[src/rtl/v_store_sequencer.sv]
// ---------------------------------------------------------------------------
// v_store_sequencer
//
// Issue stage for vector stores in the coprocessor LSU. Accepts one store
// request, walks its register-group image and issues one beat per cycle to
// the four data-memory banks. Each beat carries four elements, one per bank.
//
// Ports
//   clk, nrst                 clock, synchronous active-low reset
//   req_valid / req_ready     request handshake (ready only while idle)
//   store_op                  opcode (VSE8/16/32 unit-stride, VSSE8/16/32 strided)
//   lmul                      000=1 reg, 001=2, 010=4, others=1
//   base_addr                 element-0 word address
//   stride                    element stride in words (strided opcodes only)
//   vs_data                   register group, element i at [SEW*i +: SEW]
//   mem_ready                 banks accept the current beat
//   bank_we                   per-bank write enable
//   bank_addr0..3             per-bank word address
//   bank_wdata0..3            per-bank zero-extended element data
//   done                      one-cycle completion pulse
//   err                       one-cycle unsupported-opcode pulse
//
// Opcode encodings (v_pkg): VSE8=0, VSE16=1, VSE32=2, VSSE8=4, VSSE16=5,
// VSSE32=6. Every other value is rejected with an err pulse.
// ---------------------------------------------------------------------------
`ifndef DATAMEM_BITS
`define DATAMEM_BITS 10
`endif

module v_store_sequencer #(
    parameter int VLEN   = 128,
    parameter int ADDR_W = `DATAMEM_BITS
) (
    input  logic              clk,
    input  logic              nrst,
    input  logic              req_valid,
    output logic              req_ready,
    input  logic [3:0]        store_op,
    input  logic [2:0]        lmul,
    input  logic [ADDR_W-1:0] base_addr,
    input  logic [4:0]        stride,
    input  logic [511:0]      vs_data,
    input  logic              mem_ready,
    output logic [3:0]        bank_we,
    output logic [ADDR_W-1:0] bank_addr0,
    output logic [ADDR_W-1:0] bank_addr1,
    output logic [ADDR_W-1:0] bank_addr2,
    output logic [ADDR_W-1:0] bank_addr3,
    output logic [31:0]       bank_wdata0,
    output logic [31:0]       bank_wdata1,
    output logic [31:0]       bank_wdata2,
    output logic [31:0]       bank_wdata3,
    output logic              done,
    output logic              err
);

    localparam logic [3:0] VLSU_VSE8   = 4'h0;
    localparam logic [3:0] VLSU_VSE16  = 4'h1;
    localparam logic [3:0] VLSU_VSE32  = 4'h2;
    localparam logic [3:0] VLSU_VSSE8  = 4'h4;
    localparam logic [3:0] VLSU_VSSE16 = 4'h5;
    localparam logic [3:0] VLSU_VSSE32 = 4'h6;

    // e8 with four registers gives the most beats: VLEN/8.
    localparam int BEAT_W = $clog2(VLEN / 8);
    localparam int EIDX_W = BEAT_W + 2;
    localparam int OFF_W  = EIDX_W + 5;

    typedef enum logic [1:0] {IDLE, ISSUE, DONE_S, ERR_S} state_t;

    // Returns {valid, strided, sew[1:0]} where sew 0/1/2 = 8/16/32 bits.
    function automatic logic [3:0] decode(input logic [3:0] op);
        case (op)
            VLSU_VSE8:   return 4'b1000;
            VLSU_VSE16:  return 4'b1001;
            VLSU_VSE32:  return 4'b1010;
            VLSU_VSSE8:  return 4'b1100;
            VLSU_VSSE16: return 4'b1101;
            VLSU_VSSE32: return 4'b1110;
            default:     return 4'b0000;
        endcase
    endfunction

    function automatic logic [BEAT_W-1:0] last_beat_of(input logic [1:0] sew,
                                                       input logic [2:0] lm);
        int nreg;
        int beats;
        nreg  = (lm == 3'b001) ? 2 : (lm == 3'b010) ? 4 : 1;
        beats = ((nreg * VLEN) / (8 << sew)) / 4;
        return BEAT_W'(beats - 1);
    endfunction

    // Offsets are computed wide and truncated, so address wrap is silent.
    function automatic logic [ADDR_W-1:0] elem_addr(input logic [ADDR_W-1:0] base,
                                                    input logic [4:0]        strd,
                                                    input logic              strided,
                                                    input logic [EIDX_W-1:0] i);
        logic [OFF_W-1:0] off;
        off = strided ? OFF_W'(i) * OFF_W'(strd) : OFF_W'(i);
        return base + ADDR_W'(off);
    endfunction

    function automatic logic [31:0] elem_data(input logic [511:0]      d,
                                              input logic [1:0]        sew,
                                              input logic [EIDX_W-1:0] i);
        case (sew)
            2'd0:    return 32'(d[{i, 3'b000} +: 8]);
            2'd1:    return 32'(d[{i[EIDX_W-2:0], 4'b0000} +: 16]);
            default: return d[{i[EIDX_W-3:0], 5'b00000} +: 32];
        endcase
    endfunction

    state_t              state;
    logic [BEAT_W-1:0]   beat;
    logic [BEAT_W-1:0]   last_beat;
    logic [1:0]          sew_q;
    logic                strided_q;
    logic [ADDR_W-1:0]   base_q;
    logic [4:0]          stride_q;
    logic [511:0]        data_q;

    logic [3:0]          dec;
    logic [1:0]          src_sew;
    logic                src_strided;
    logic [ADDR_W-1:0]   src_base;
    logic [4:0]          src_stride;
    logic [511:0]        src_data;
    logic [BEAT_W-1:0]   src_beat;
    logic [ADDR_W-1:0]   nxt_addr  [4];
    logic [31:0]         nxt_wdata [4];

    assign dec = decode(store_op);

    // Next beat image: beat 0 straight from the request while idle,
    // otherwise the following beat from the latched request.
    always_comb begin
        if (state == IDLE) begin
            src_sew     = dec[1:0];
            src_strided = dec[2];
            src_base    = base_addr;
            src_stride  = stride;
            src_data    = vs_data;
            src_beat    = '0;
        end else begin
            src_sew     = sew_q;
            src_strided = strided_q;
            src_base    = base_q;
            src_stride  = stride_q;
            src_data    = data_q;
            src_beat    = beat + 1'b1;
        end
        for (int k = 0; k < 4; k++) begin
            nxt_addr[k]  = elem_addr(src_base, src_stride, src_strided, {src_beat, 2'(k)});
            nxt_wdata[k] = elem_data(src_data, src_sew, {src_beat, 2'(k)});
        end
    end

    // Request latch (data only, no reset needed)
    always_ff @(posedge clk) begin
        if (state == IDLE && req_valid) begin
            sew_q     <= dec[1:0];
            strided_q <= dec[2];
            base_q    <= base_addr;
            stride_q  <= stride;
            data_q    <= vs_data;
            last_beat <= last_beat_of(dec[1:0], lmul);
        end
    end

    // Control FSM and registered bank outputs
    always_ff @(posedge clk) begin
        if (!nrst) begin
            state       <= IDLE;
            beat        <= '0;
            req_ready   <= 1'b1;
            bank_we     <= 4'b0000;
            bank_addr0  <= '0;
            bank_addr1  <= '0;
            bank_addr2  <= '0;
            bank_addr3  <= '0;
            bank_wdata0 <= '0;
            bank_wdata1 <= '0;
            bank_wdata2 <= '0;
            bank_wdata3 <= '0;
            done        <= 1'b0;
            err         <= 1'b0;
        end else begin
            done <= 1'b0;
            err  <= 1'b0;
            case (state)
                IDLE: begin
                    if (req_valid) begin
                        req_ready <= 1'b0;
                        if (dec[3]) begin
                            state       <= ISSUE;
                            beat        <= '0;
                            bank_we     <= 4'b1111;
                            bank_addr0  <= nxt_addr[0];
                            bank_addr1  <= nxt_addr[1];
                            bank_addr2  <= nxt_addr[2];
                            bank_addr3  <= nxt_addr[3];
                            bank_wdata0 <= nxt_wdata[0];
                            bank_wdata1 <= nxt_wdata[1];
                            bank_wdata2 <= nxt_wdata[2];
                            bank_wdata3 <= nxt_wdata[3];
                        end else begin
                            state <= ERR_S;
                            err   <= 1'b1;
                        end
                    end
                end
                ISSUE: begin
                    if (mem_ready) begin
                        if (beat == last_beat) begin
                            state   <= DONE_S;
                            bank_we <= 4'b0000;
                            done    <= 1'b1;
                        end else begin
                            beat        <= beat + 1'b1;
                            bank_addr0  <= nxt_addr[0];
                            bank_addr1  <= nxt_addr[1];
                            bank_addr2  <= nxt_addr[2];
                            bank_addr3  <= nxt_addr[3];
                            bank_wdata0 <= nxt_wdata[0];
                            bank_wdata1 <= nxt_wdata[1];
                            bank_wdata2 <= nxt_wdata[2];
                            bank_wdata3 <= nxt_wdata[3];
                        end
                    end
                end
                default: begin
                    state     <= IDLE;
                    req_ready <= 1'b1;
                end
            endcase
        end
    end

endmodule

[config.mk]
export PLATFORM = sky130hd
export DESIGN_NAME = v_store_sequencer
export DESIGN_NICKNAME = d
export VERILOG_FILES = /design/src/rtl/v_store_sequencer.sv
export SDC_FILE = /design/constraint.sdc
export NUM_CORES = 2
export LEC_CHECK = 0
export CORE_MARGIN = 2
export CORE_UTILIZATION = 50
export CTS_CLUSTER_SIZE = 25
export DETAILED_ROUTE_END_ITERATION = 8
export GPL_ROUTABILITY_DRIVEN = 0
export HOLD_SLACK_MARGIN = 0.08
export MAX_ROUTING_LAYER = met4
export PLACE_DENSITY = 0.74
export SETUP_SLACK_MARGIN = 0.02
export SLEW_MARGIN = 25
export SYNTH_ARGS = -nofsm -noshare
export SYNTH_HDL_FRONTEND = slang
export SYNTH_SLANG_ARGS = --single-unit
export TNS_END_PERCENT = 100
[constraint.sdc]
create_clock -name clk -period 69.7 [get_ports clk]
set_input_delay 6.97 -clock clk [delete_from_list [all_inputs] [get_ports clk]]
set_output_delay 6.97 -clock clk [all_outputs]
set_load 0.01 [all_outputs]
==> out/results.md <==
| Group | Item | This run |
| --- | --- | --- |
| run status | Status | completed |
| detailed routing | # DRC | 0 |
| place | Count of input and output buffers | 712 |
| sta | Max-slew violation count | 0 |
| finish | Count of fill cells added during filler insertion | 8559 |
| place | Post-detailed-placement half-perimeter wirelength | 152000 um |
| place | Worst-case setup slack after placement | 4.87 ns |
| synth | Sequential cell area fraction in the yosys report | 0.376 |
| synth | YS warnings | 0 |
| synth | Cell count after synthesis | 5269 |
| setup path | Number of cells on the worst reg-to-reg path | 17 |
| synth | Netlist area before placement | 0.0521 sq mm |
| setup path | WP buf/inv | 16 |
| sta | Minimum clock period | 64.97 ns |
| finish | Share of post-route cells with drive strength above 1 | 0.0949 |
| grt | Number of antenna violations at the first check in global routing | 62 |
| grt | Vias in the first global route | 45900 |
| clocking | Maximum count of clock buffers along a single path | 3 |
| synth | Primary FF master, synth | sky130_fd_sc_hd__edfxtp_1 |
| setup path | Endpoint required time on the critical path | 70.10 ns |
| synth | Library cells used by synthesis | 133 |
| job | Reported max-cap violation count | 0 |
| clocking | Level count of the clock H-tree | 3 |
| sta | Slew at the pin closest to its max-slew limit | 1.17 ns |
| detailed routing | Detailed-route wire length | 208000 um |
| hold path | Hold Path Class | reg -> reg |
| sta | Slew headroom | 0.214 |
| clocking | Clock-pin slew on the worst setup and hold paths | 0.06 ns |
| finish | Most frequent cells in the layout | sky130_fd_sc_hd__clkdlybuf4s50_1 (711), sky130_fd_sc_hd__edfxtp_1 (534), sky130_fd_sc_hd__nand2_1 (487), sky130_fd_sc_hd__a21oi_1 (371), sky130_fd_sc_hd__nor2_1 (350) |
| sta | Worst setup margin | 4.73 ns |
| synth | Average cell area after synthesis | 9.88 sq um |
| setup path | Origin of the worst setup path | store_op[0] |
| floorplan | I/O pins | 713 |
| sta | F_max | 15.4 MHz |
| grt | Tot GR Track Use | 0.386 |
| sta | Setup repair after global routing missed its margin | false |
| clocking | Clock buffers created by TritonCTS | 80 |
| setup path | Critical path startpoint category | primary input |
| setup path | Type of the setup path with the least slack | in -> reg |
| setup path | Kind of capture point of the worst setup path | register |
| floorplan | Area of the core | 0.103 sq mm |
| grt | Largest net degree at the start of global routing | 163 |
| sta | Total setup violations reported at the end of the flow | 0 |
| setup path | Category of cells accounting for the largest share of critical-path delay | simple AND/OR/NAND/NOR gates |
| setup path | Max stage delay cell, worst path | sky130_fd_sc_hd__or4_1 |
| detailed routing | Average wire length per cell after detail routing | 28.3 um |
| detailed routing | Number of routed nets with antenna violations | 0 |
| synth | Proportion of synthesized flip-flops having asynchronous set or reset | 0 |
| synth | Number of enable flip-flop cells after synthesis | 534 |
| floorplan | Die height | 327 um |
| clocking | Clk_lat worst skew | 0.70 ns |
| clocking | # Post-CTS Setup Buffers | 0 |
| floorplan | Starting density of the core | 0.504 |
| sta | Final setup TNS | 0 ns |
| setup path | Arrival time at the worst endpoint | 65.37 ns |
| floorplan | X dimension of the die | 327 um |
| clocking | Clock tree from TritonCTS | yes |
| finish | Commonest non-fill, non-tap cell in the layout | sky130_fd_sc_hd__clkdlybuf4s50_1 |
| sta | Part of the cycle the worst path needs | 0.932 |
| sta | Final hold violation count | 0 |
| sta | Clock tree skew after final layout | 0.0285 ns |
| floorplan | Number of cell rows | 118 |
| setup path | Critical path depth in cells | 227 |
| setup path | Destination of the worst register-to-register timing path | bank_addr2[9]$_SDFFE_PN0P_ |
| grt | GRT overflow | 0 |
| finish | Synth-to-layout area growth | 21.7% |
| setup path | Worst R2R Setup Slack | 63.14 ns |
| grt | Global-route wire length before repair | 301000 um |
| setup path | End of the critical path | last_beat[3]$_DFFE_PP_ |
| setup path | CP most frequent cell | sky130_fd_sc_hd__ha_1 |
| floorplan | Total die area | 0.107 sq mm |
| synth | Flops & latches, synth | 710 |
| finish | Total Nets Final | 6579 |
| setup path | Top fanout value on the critical path | 27 |
| clocking | Number of clock sinks | 710 |
| clocking | CTS root buf | sky130_fd_sc_hd__clkbuf_16 |
| detailed routing | First drt pass iteration count | 7 |
| detailed routing | DR vias | 48900 |
| detailed routing | Mean number of vias per cell | 6.67 |
| setup path | Worst flop-to-flop path startpoint | beat[0]$_SDFFE_PN0P_ |
| detailed routing | DRC marker count from the first detailed-route iteration | 7399 |
| setup path | Worst path max stage delay | 0.76 ns |
==> state kept, by name, summed over array words and instances, names as in the netlist <==
name	count
bank_wdata2	32
data_q	512
last_beat	4
bank_addr3	9
strided_q	1
bank_addr2	9
bank_addr1	10
bank_addr0	10
done	1
bank_wdata1	32
base_q	10
stride_q	5
beat	4
bank_wdata3	32
bank_wdata0	32
err	1
state	2
req_ready	1
sew_q	2
bank_we	1
==> layer usage <==
| layer | vias up | share of wire | GRT usage |
|---|---|---|---|
| met5 | - | 0 | - |
| met4 | 0 | 0.065 | 0.216 |
| met3 | 683 | 0.13 | 0.102 |
| met2 | 3343 | 0.44 | 0.572 |
| met1 | 23500 | 0.37 | 0.480 |
| li1 | 21400 | - | - |
==> tightest hold or removal path: stages (launching register included) <==
cell and delay (ns):
sky130_fd_sc_hd__dfxtp_1 0.30, sky130_fd_sc_hd__nand2_1 0.05, sky130_fd_sc_hd__a21boi_0 0.06
==> stage by stage <==
step                cells  hold WS (ns)  area, sq um  utilization
detailed placement   7119         0.457        60400        0.585
floorplan            5314         0.485        52200            -
finish               7333         0.461        63400        0.613
CTS                  7268         0.464        63200        0.612
global route         7318         0.484        63400        0.613
global placement     7118         0.454        60400        0.584
==> final cells by class <==
| type | instances | area, sq um | share of cell area |
|---|---|---|---|
| Tap cell | 1380 | 1730 | 0.0272 |
| Timing Repair Buffer | 773 | 7660 | 0.121 |
| Inverter | 140 | 532 | 0.00839 |
| Multi-Input combinational cell | 4116 | 31000 | 0.488 |
| Clock inverter | 44 | 578 | 0.00912 |
| Antenna cell | 65 | 163 | 0.00257 |
| Sequential cell | 710 | 19600 | 0.309 |
| Clock buffer | 105 | 2220 | 0.0350 |
==> what timing repair did <==
| item | in CTS | in global routing |
|---|---|---|
| gates resized for setup | 0 | 1 |
| hold buffers | 0 | 0 |
| setup endpoints to repair | 0 | 4 |
==> kinds of logic (layout without fill, tap and decap cells) <==
family,after synthesis,after routing,share of synthesized area
AO/OA/AOI/OAI,1550,1550,0.203
XOR/XNOR,177,177,0.0301
flip-flops,710,710,0.376
AND/OR/NAND/NOR,1605,1605,0.156
other,2,112,0.000144
buffers and inverters,488,1062,0.0368
adder cells (fa/ha/maj),220,220,0.0572
multiplexers,517,517,0.141
==> cell usage after synthesis (all sizes together), types with 85 or more instances <==
| master | n | share of area |
|---|---|---|
| mux2i | 306 | 0.059 |
| xnor2 | 92 | 0.015 |
| nand3 | 99 | 0.0099 |
| edfxtp | 534 | 0.31 |
| dfxtp | 176 | 0.068 |
| o21ai | 290 | 0.028 |
| nand2 | 494 | 0.036 |
| nor2 | 357 | 0.026 |
| buf | 124 | 0.011 |
| o22ai | 96 | 0.012 |
| a21boi | 92 | 0.013 |
| nor3 | 169 | 0.017 |
| inv | 137 | 0.0099 |
| xor2 | 85 | 0.015 |
| mux4 | 169 | 0.073 |
| ha | 190 | 0.046 |
| a21oi | 382 | 0.037 |
| clkbuf | 224 | 0.016 |
==> worst min path at each step <==
stage	cells past startpoint	start	end
final	2	bank_wdata1[23]$_SDFFE_PN0P_	bank_wdata1[23]$_SDFFE_PN0P_
after global routing	2	bank_wdata1[23]$_SDFFE_PN0P_	bank_wdata1[23]$_SDFFE_PN0P_
after CTS	2	bank_wdata1[23]$_SDFFE_PN0P_	bank_wdata1[23]$_SDFFE_PN0P_
after detailed placement	2	bank_wdata1[23]$_SDFFE_PN0P_	bank_wdata1[23]$_SDFFE_PN0P_
after global placement	2	bank_wdata1[22]$_SDFFE_PN0P_	bank_wdata1[22]$_SDFFE_PN0P_
after floorplan	2	bank_addr0[6]$_SDFFE_PN0P_	bank_addr0[6]$_SDFFE_PN0P_
Power is not shown: default switching activity piles up to over one toggle a cycle in this logic, so the estimate is an artifact.
